**config.mk**
```make
export PLATFORM = sky130hd
export DESIGN_NAME = pmem_scheduler
export DESIGN_NICKNAME = d
export VERILOG_FILES = /design/src/rtl/pmem_scheduler_pkg.sv /design/src/rtl/pmem_scheduler_sat_counter16.sv /design/src/rtl/pmem_scheduler.sv
export SDC_FILE = /design/constraint.sdc
export NUM_CORES = 1
export LEC_CHECK = 0
export CAP_MARGIN = 20
export CELL_PAD_IN_SITES_DETAIL_PLACEMENT = 1
export CELL_PAD_IN_SITES_GLOBAL_PLACEMENT = 2
export CORE_UTILIZATION = 30
export DETAILED_ROUTE_END_ITERATION = 8
export GPL_ROUTABILITY_DRIVEN = 1
export PLACE_DENSITY = 0.83
export SLEW_MARGIN = 20
export SYNTH_ARGS = -nofsm -noshare
export SYNTH_HDL_FRONTEND = slang
export SYNTH_HIERARCHICAL = 1
export SYNTH_SLANG_ARGS = --single-unit
```
**constraint.sdc**
```tcl
create_clock -name clk -period 4.2 [get_ports clk]
set_clock_uncertainty 0.2 [all_clocks]
set_input_delay 0.84 -clock clk [delete_from_list [all_inputs] [get_ports clk]]
set_output_delay 0.84 -clock clk [all_outputs]
set_load 0.02 [all_outputs]
```
**src/rtl/pmem_scheduler_pkg.sv**
```systemverilog
// Shared LC-3b types for the physical-memory scheduler: word/line types,
// FSM states, requester identity and a saturating-increment helper.
package lc3b_types;

  typedef logic [15:0]  lc3b_word;
  typedef logic [127:0] lc3b_c_block;

  typedef enum logic [1:0] {
    IDLE    = 2'd0,
    GRANT_I = 2'd1,
    GRANT_D = 2'd2,
    RELEASE = 2'd3
  } pmem_sched_state_t;

  typedef enum logic {
    REQ_I = 1'b0,
    REQ_D = 1'b1
  } pmem_requester_t;

  localparam logic [15:0] SAT16_MAX = 16'hFFFF;

  function automatic logic [15:0] sat_inc16(input logic [15:0] v);
    return (v == SAT16_MAX) ? v : v + 16'd1;
  endfunction

endpackage

```
**src/rtl/pmem_scheduler_sat_counter16.sv**
```systemverilog
// 16-bit counter with a synchronous load and an increment that sticks at 16'hFFFF.
module sat_counter16
  import lc3b_types::*;
(
  input  logic        clk,
  input  logic        reset_n,
  input  logic        load,
  input  logic [15:0] load_val,
  input  logic        inc,
  output logic [15:0] count
);

  logic [15:0] count_q;
  logic [15:0] count_d;

  // Next count: load wins over increment.
  always_comb begin
    count_d = count_q;
    if (load) begin
      count_d = load_val;
    end else if (inc) begin
      count_d = sat_inc16(count_q);
    end else begin
      count_d = count_q;
    end
  end

  // Count register.
  always_ff @(posedge clk or negedge reset_n) begin
    if (!reset_n) begin
      count_q <= 16'h0000;
    end else begin
      count_q <= count_d;
    end
  end

  assign count = count_q;

endmodule

```
**src/rtl/pmem_scheduler.sv**
```systemverilog
// Round-robin arbiter sharing one physical-memory port between icache and dcache,
// with registered memory strobes, grant counters and a sticky wait timeout.
module pmem_scheduler
  import lc3b_types::*;
#(
  parameter int ADDR_WIDTH  = 16,
  parameter int BLOCK_WIDTH = 128,
  parameter int TIMEOUT     = 255
) (
  input  logic                   clk,
  input  logic                   reset_n,
  input  logic                   icache_pmem_read,
  input  logic [ADDR_WIDTH-1:0]  icache_pmem_address,
  output logic                   icache_pmem_resp,
  input  logic                   dcache_pmem_read,
  input  logic                   dcache_pmem_write,
  input  logic [ADDR_WIDTH-1:0]  dcache_pmem_address,
  input  logic [BLOCK_WIDTH-1:0] dcache_pmem_wdata,
  output logic                   dcache_pmem_resp,
  output logic                   pmem_read,
  output logic                   pmem_write,
  output logic [ADDR_WIDTH-1:0]  pmem_address,
  output logic [BLOCK_WIDTH-1:0] pmem_wdata,
  input  logic                   pmem_resp,
  output logic                   ld_regs,
  output logic [15:0]            grant_count_i,
  output logic [15:0]            grant_count_d,
  output logic                   timeout_err
);

  localparam int WAIT_W = (TIMEOUT <= 255) ? 8 : $clog2(TIMEOUT + 1);

  pmem_sched_state_t      state_q, state_d;
  pmem_requester_t        last_grant_q, last_grant_d;
  logic                   pmem_read_q, pmem_read_d;
  logic                   pmem_write_q, pmem_write_d;
  logic [ADDR_WIDTH-1:0]  pmem_address_q, pmem_address_d;
  logic [BLOCK_WIDTH-1:0] pmem_wdata_q, pmem_wdata_d;
  logic [WAIT_W-1:0]      wait_q, wait_d;
  logic                   timeout_err_q, timeout_err_d;

  logic req_i;
  logic req_d;
  logic grant_i;
  logic grant_d;

  assign req_i = icache_pmem_read;
  assign req_d = dcache_pmem_read | dcache_pmem_write;

  // Arbitration, transaction latching, wait tracking and response routing.
  always_comb begin
    state_d          = state_q;
    last_grant_d     = last_grant_q;
    pmem_read_d      = pmem_read_q;
    pmem_write_d     = pmem_write_q;
    pmem_address_d   = pmem_address_q;
    pmem_wdata_d     = pmem_wdata_q;
    wait_d           = wait_q;
    timeout_err_d    = timeout_err_q;
    grant_i          = 1'b0;
    grant_d          = 1'b0;
    icache_pmem_resp = 1'b0;
    dcache_pmem_resp = 1'b0;

    case (state_q)
      IDLE: begin
        // dcache wins when alone, or on a tie if icache had the last grant.
        if (req_d && (!req_i || (last_grant_q == REQ_I))) begin
          grant_d        = 1'b1;
          state_d        = GRANT_D;
          last_grant_d   = REQ_D;
          pmem_address_d = dcache_pmem_address;
          pmem_wdata_d   = dcache_pmem_wdata;
          pmem_write_d   = dcache_pmem_write;
          pmem_read_d    = ~dcache_pmem_write;
          wait_d         = '0;
        end else if (req_i) begin
          grant_i        = 1'b1;
          state_d        = GRANT_I;
          last_grant_d   = REQ_I;
          pmem_address_d = icache_pmem_address;
          pmem_write_d   = 1'b0;
          pmem_read_d    = 1'b1;
          wait_d         = '0;
        end else begin
          state_d = IDLE;
        end
      end
      GRANT_I, GRANT_D: begin
        if (state_q == GRANT_I) begin
          icache_pmem_resp = pmem_resp;
        end else begin
          dcache_pmem_resp = pmem_resp;
        end
        if (pmem_resp) begin
          pmem_read_d  = 1'b0;
          pmem_write_d = 1'b0;
          state_d      = RELEASE;
        end else begin
          if (wait_q != {WAIT_W{1'b1}}) begin
            wait_d = wait_q + WAIT_W'(1);
          end else begin
            wait_d = wait_q;
          end
          if ((TIMEOUT != 0) && ((int'(wait_q) + 1) >= TIMEOUT)) begin
            timeout_err_d = 1'b1;
          end else begin
            timeout_err_d = timeout_err_q;
          end
        end
      end
      RELEASE: begin
        state_d = IDLE;
      end
      default: begin
        state_d      = IDLE;
        pmem_read_d  = 1'b0;
        pmem_write_d = 1'b0;
      end
    endcase
  end

  // Scheduler state and latched transaction.
  always_ff @(posedge clk or negedge reset_n) begin
    if (!reset_n) begin
      state_q        <= IDLE;
      last_grant_q   <= REQ_I;
      pmem_read_q    <= 1'b0;
      pmem_write_q   <= 1'b0;
      pmem_address_q <= '0;
      pmem_wdata_q   <= '0;
      wait_q         <= '0;
      timeout_err_q  <= 1'b0;
    end else begin
      state_q        <= state_d;
      last_grant_q   <= last_grant_d;
      pmem_read_q    <= pmem_read_d;
      pmem_write_q   <= pmem_write_d;
      pmem_address_q <= pmem_address_d;
      pmem_wdata_q   <= pmem_wdata_d;
      wait_q         <= wait_d;
      timeout_err_q  <= timeout_err_d;
    end
  end

  sat_counter16 u_cnt_i (
    .clk      (clk),
    .reset_n  (reset_n),
    .load     (1'b0),
    .load_val (16'h0000),
    .inc      (grant_i),
    .count    (grant_count_i)
  );

  sat_counter16 u_cnt_d (
    .clk      (clk),
    .reset_n  (reset_n),
    .load     (1'b0),
    .load_val (16'h0000),
    .inc      (grant_d),
    .count    (grant_count_d)
  );

  assign pmem_read    = pmem_read_q;
  assign pmem_write   = pmem_write_q;
  assign pmem_address = pmem_address_q;
  assign pmem_wdata   = pmem_wdata_q;
  assign timeout_err  = timeout_err_q;
  assign ld_regs      = (state_q == IDLE) && !req_i && !req_d;

endmodule

```
* Word level (Yosys, flattened, before mapping) *
Cells that the tools add are included.

operators by class
  add/subtract/negate cells = 4
  order comparisons = 1
  eq/ne operators = 10
  mux-type cells = 28
  bitwise logic cells = 6
  reduce and logical (&&, ||, !) cells = 17

operators with widths
  cell                                                  number
  adder 16 x 1 -> 16 bit (second input constant)        2
  == test 16 bit (second input constant)                2
  2-to-1 mux 16 bit                                     2
  2-to-1 mux 8 bit                                      4
  2-to-1 mux 1 bit                                      16
  case mux 8 bit (2 select lines)                       1
  adder 8 x 1 -> 9 bit (second input constant)          1
  >= comparator 9 x 8 -> 1 bit (second input constant)  1
  adder 8 x 1 -> 8 bit (second input constant)          1
  inequality test 8 bit (second input constant)         1
  AND reduction 2 bit                                   4
  inequality test 2 bit (second input constant)         3
  case mux 2 bit (3 select lines)                       1
  AND reduction 3 bit                                   2
  NOT 1 bit                                             5
  == test 2 bit (second input constant)                 2
  2-to-1 mux 2 bit                                      2
  case mux 1 bit (2 select lines)                       2
  AND reduction 4 bit                                   1
  nonzero test 2 bit                                    2
  logical AND 1 bit                                     3
  inequality test 3 bit (second input constant)         1
  == test 2 x 1 -> 1 bit (second input constant)        1
  zero test 1 bit                                       2
  4 further kinds                                       4

word-level totals
  register bits = 190
  bits of input ports = 166
  output and inout port bits = 182
  logic and storage cells = 76

* Longest topological paths before layout *
  word-level depth = 6
  gate-level depth with buffers = 11
  depth with buffers taken out = 7

* Hierarchy *
Netlist, hierarchy kept.

by module, submodules not included
  module          times used  cells an instance  area an instance (µm²)  sequential area each (µm²)
  pmem_scheduler  1           445                6809.0                  3953.8
  sat_counter16   2           129                1093.5                  400.4

* Least setup slack after synthesis *
Ideal clock, no wire load.

  path type = in2reg
  start = in icache_pmem_read
  end = reg u_cnt_d.count_q[10], in the netlist u_cnt_d/count[10]
  library setup time = 0.082 ns
  arrival = 2.806 ns
  required time = 3.918 ns
  path slack = 1.112 ns
  cell stages on the path = 11
  path buffers = 4
  path through = nand2_2 -> o21a_1 -> buf_6 -> and2_1 -> clkbuf_1 -> buf_2 -> buf_4 -> and4_4 -> nand3_4 -> or4_1 -> a31oi_1

between the ends
  cells in the longest elaborated chain, start to end = 6

RTL lines
  what                                  RTL line                            RTL
  start, declared                       pmem_scheduler.sv:12                input logic icache_pmem_read,
  zero test 1 bit                       pmem_scheduler.sv:68                if (req_d && (!req_i || (last_grant_q == REQ_I))) begin
  logical OR 1 bit                      pmem_scheduler.sv:68
  logical AND 1 bit                     pmem_scheduler.sv:68
  2-to-1 mux 1 bit                      pmem_scheduler.sv:68
  2-to-1 mux 1 bit                      pmem_scheduler.sv:65                case (state_q)
  named net grant_d                     pmem_scheduler.sv:45                logic grant_d;
  AND reduction 2 bit (no source line)  n/a
  end signal, assigned                  pmem_scheduler_sat_counter16.sv:33  count_q <= count_d;
  end, declared                         pmem_scheduler_sat_counter16.sv:13  logic [15:0] count_q;

The timed path passes the listed nets, and every way through them passes these cells.
A chain may end at the register's enable or synchronous reset.

* Worst setup path in the final report *
  start = in dcache_pmem_read
  end = out ld_regs

between the ends
  cells in the longest elaborated chain, start to end = 3

RTL lines
  what               RTL line               RTL
  start, declared    pmem_scheduler.sv:15   input logic dcache_pmem_read,
  bitwise OR 1 bit   pmem_scheduler.sv:48   assign req_d = dcache_pmem_read | dcache_pmem_write;
  zero test 1 bit    pmem_scheduler.sv:169  assign ld_regs = (state_q == IDLE) && !req_i && !req_d;
  logical AND 1 bit  pmem_scheduler.sv:169
  end, declared      pmem_scheduler.sv:25   output logic ld_regs,

No other way between the ends.

==> flow_metrics.env <==
export IMPL_coreArea_mm2=0.0296
export IMPL_dieWidth_um=175
export IMPL_cp_slowest_cell="or4b_2"
export IMPL_leakage_nw=5.65
export IMPL_worst_ir_drop_vdd_mv=0.344
export IMPL_synth_top_area_share_pct=52.9
export IMPL_critPathMaxFanout=5
export IMPL_vias=6992
export IMPL_finalSetupViolCount=0
export IMPL_async_reset_ff_share_pct=100
export IMPL_initial_utilization_pct=30.4
export IMPL_yosys_area_top_type="dfrtp_1"
export IMPL_final_nets=1251
export IMPL_avgSynthCellArea_um2=12.8
export IMPL_n_fill_cell=3114
export IMPL_multi_input_area_mm2=0.00405
export IMPL_cts_tree="done"
export IMPL_worstMarginPinSlew_ns=0.802
export IMPL_worstSetupPathType="in2out"
export IMPL_seq_area_mm2=0.00475
export IMPL_antenna_found_initial=2
export IMPL_cp_common_cell="clkdlybuf4s50_1"
export IMPL_max_stage_delay_ns=0.72
export IMPL_clock_sinks=190
export IMPL_synth_top_cells_by_area="dfrtp_1, mux2_4, mux2_2"
export IMPL_ctsRootBufferMaster="clkbuf_16"
export IMPL_ios=348
export IMPL_postCtsResizedCells=0
export IMPL_required_ns=3.16
export IMPL_synth_ff_latch_count=190
export IMPL_grt_pass1_vias=7475
export IMPL_drt_antenna_violating_nets=0
export IMPL_synth_edf_count=0
export IMPL_wl_um=29100
export IMPL_cts_clk_slew_worst_paths_ns=0.08
export IMPL_cts_buffers=17
export IMPL_netlist_area_mm2=0.00900
export IMPL_finalCritPeriodShare_pct=92.0
export IMPL_track_usage_pct=19.4
export IMPL_die_area_mm2=0.0307
export IMPL_start_kind="input pin"
export IMPL_cts_buffer_depth=2
export IMPL_ys_seq_area_share_pct=52.9
export IMPL_rows=63
export IMPL_route_detailed_drc=0
export IMPL_syn2layout_area_growth_pct=50.5
export IMPL_gp_congestion=0.784
export IMPL_finalHoldViolCount=0
export IMPL_hold_class="reg2reg"
export IMPL_outcome="finished, final reports clean"
export IMPL_power_density_mw_per_mm2=730
export IMPL_final_util_pct=45.8
export IMPL_chipHeight_um=175
export IMPL_stdcell_count=1482
export IMPL_cpLargestDelayFamily="buffers and inverters"
export IMPL_cp_arrival_ns=2.82
export IMPL_crit_chain="clkdlybuf4s50_1 > or4b_2 > inv_1 > clkdlybuf4s50_1"
export IMPL_timing_setup_tns_ns=0
export IMPL_yosys_warnings=6
export IMPL_ys_types=53
export IMPL_synth_commonest_cells="dfrtp_1, mux2_4, nand2_1"
export IMPL_synth_most_common_cell="dfrtp_1"
export IMPL_dp_cells=1449
export IMPL_h_tree_depth=4
export IMPL_netlist_instances=703
export IMPL_timing_fmax_mhz=259
export IMPL_crit_buf_inv=3
export IMPL_firstDrtPassIters=4
export IMPL_endpoint_kind="primary output"
export IMPL_portBuffers=347
export IMPL_drive_gt1_share_pct=16.9
export IMPL_dp_hpwl_um=21400
export IMPL_clk_latency_ns=0.44
export IMPL_ys_flop_type="dfrtp_1"
export IMPL_grt_overflow_total=0
export IMPL_grt_pass1_wl_um=45200
export IMPL_min_period_ns=3.86
export IMPL_rsz0062_at_grt="false"
export IMPL_slew_viol_final=0
export IMPL_power_w=0.00989
export IMPL_postCtsSetupRepairBufs=0
export IMPL_routedWlPerCell_um=19.6
export IMPL_cts_hold_buffers_added=0
export IMPL_grt_max_degree=94
export IMPL_relSlewSlack_pct=46.5
export IMPL_dr_first_iter_drc_count=272
export IMPL_vias_per_cell=4.72
export IMPL_drv_cap=0
==> worst paths after layout <==
check	endpoint	cells past startpoint	slack [ns]	start
setup / recovery	ld_regs	4	0.34	dcache_pmem_read
hold / removal	pmem_address[6]	2	0.28	pmem_address[6]
setup reg to reg	u_cnt_d/count[11]	7	1.61	state_q[0]
hold reg to reg	pmem_address[6]	2	0.28	pmem_address[6]
max in group asynchronous	pmem_wdata[23]	2	2.57	reset_n
min in group asynchronous	u_cnt_d/count[1]	1	0.29	reset_n
==> layout make-up <==
| cell class | count | area share (%) |
|---|---|---|
| antenna | 2 | 0.0370 |
| multi-input combinational | 491 | 29.9 |
| clock inverter | 14 | 1.07 |
| sequential | 190 | 35.1 |
| clock buffer | 17 | 3.14 |
| tap | 390 | 3.60 |
| inverter | 20 | 0.554 |
| timing repair buffer | 358 | 26.6 |
==> sequential cells by signal (all words and copies together), names as in the netlist <==
signal	count
wait_q	8
pmem_read	1
last_grant_q	1
pmem_wdata	128
timeout_err	1
u_cnt_i/count	16
state_q	2
pmem_write	1
pmem_address	16
u_cnt_d/count	16
==> power by group <==
group | switching (W) | total (W) | internal [W]
Clock | 0.000819 | 0.00161 | 0.000792
Combinational | 0.00239 | 0.00514 | 0.00275
Sequential | 0.000513 | 0.00314 | 0.00263
==> through the flow <==
stage                     setup WS, ns  hold WS (ns)  cell area (um2)
after floorplan                   1.11         0.270             9120
after global placement           0.379         0.264            13000
after detailed placement         0.337         0.272            13000
after CTS                        0.325         0.288            13500
after global routing             0.291         0.318            13500
final                            0.336         0.283            13500
==> cell families after synthesis <==
group	Yosys count	share of synthesized area (%)
AOI/OAI and AO/OA	112	8.51
xor gates and xnor gates	1	0.0974
adders and majority gates	7	0.974
buffers and inverters	55	3.69
DFF	190	52.9
muxes	150	22.7
other	1	0.0417
and+or+nand+nor	187	11.2
==> per-layer routing <==
layer  vias to the layer above  share of wire, %  track usage [%]
met5                         -                 0                0
met4                         0               1.7             5.94
met3                        24               7.0             5.24
met2                       217                50             33.8
met1                      3478                41             23.1
li1                       3273                 -                -
==> worst min-delay path, cell delays in order (launching register included) <==
cell	delay (ns)
dfrtp_1	0.35
nand2_1	0.04
o21ai_0	0.06
==> cell usage in the layout, fill, tap and decap left out, types with 8 or more instances in the layout <==
master | netlist | layout
mux2_4 | 100 | 100
inv_1 | 20 | 20
and3_1 | 13 | 13
nand4_1 | 9 | 9
o31ai_1 | 16 | 15
a31oi_1 | 16 | 16
clkbuf_16 | 0 | 17
o21ai_0 | 29 | 29
mux2i_1 | 21 | 21
clkdlybuf4s50_1 | 0 | 346
mux2_2 | 29 | 29
or4_1 | 8 | 8
dfrtp_1 | 190 | 190
nor2_1 | 25 | 25
conb_1 | 1 | 34
nand2_1 | 52 | 52
nor3_1 | 10 | 10
nand3_1 | 28 | 28
buf_4 | 4 | 8
(Power assumes the default switching activity.)
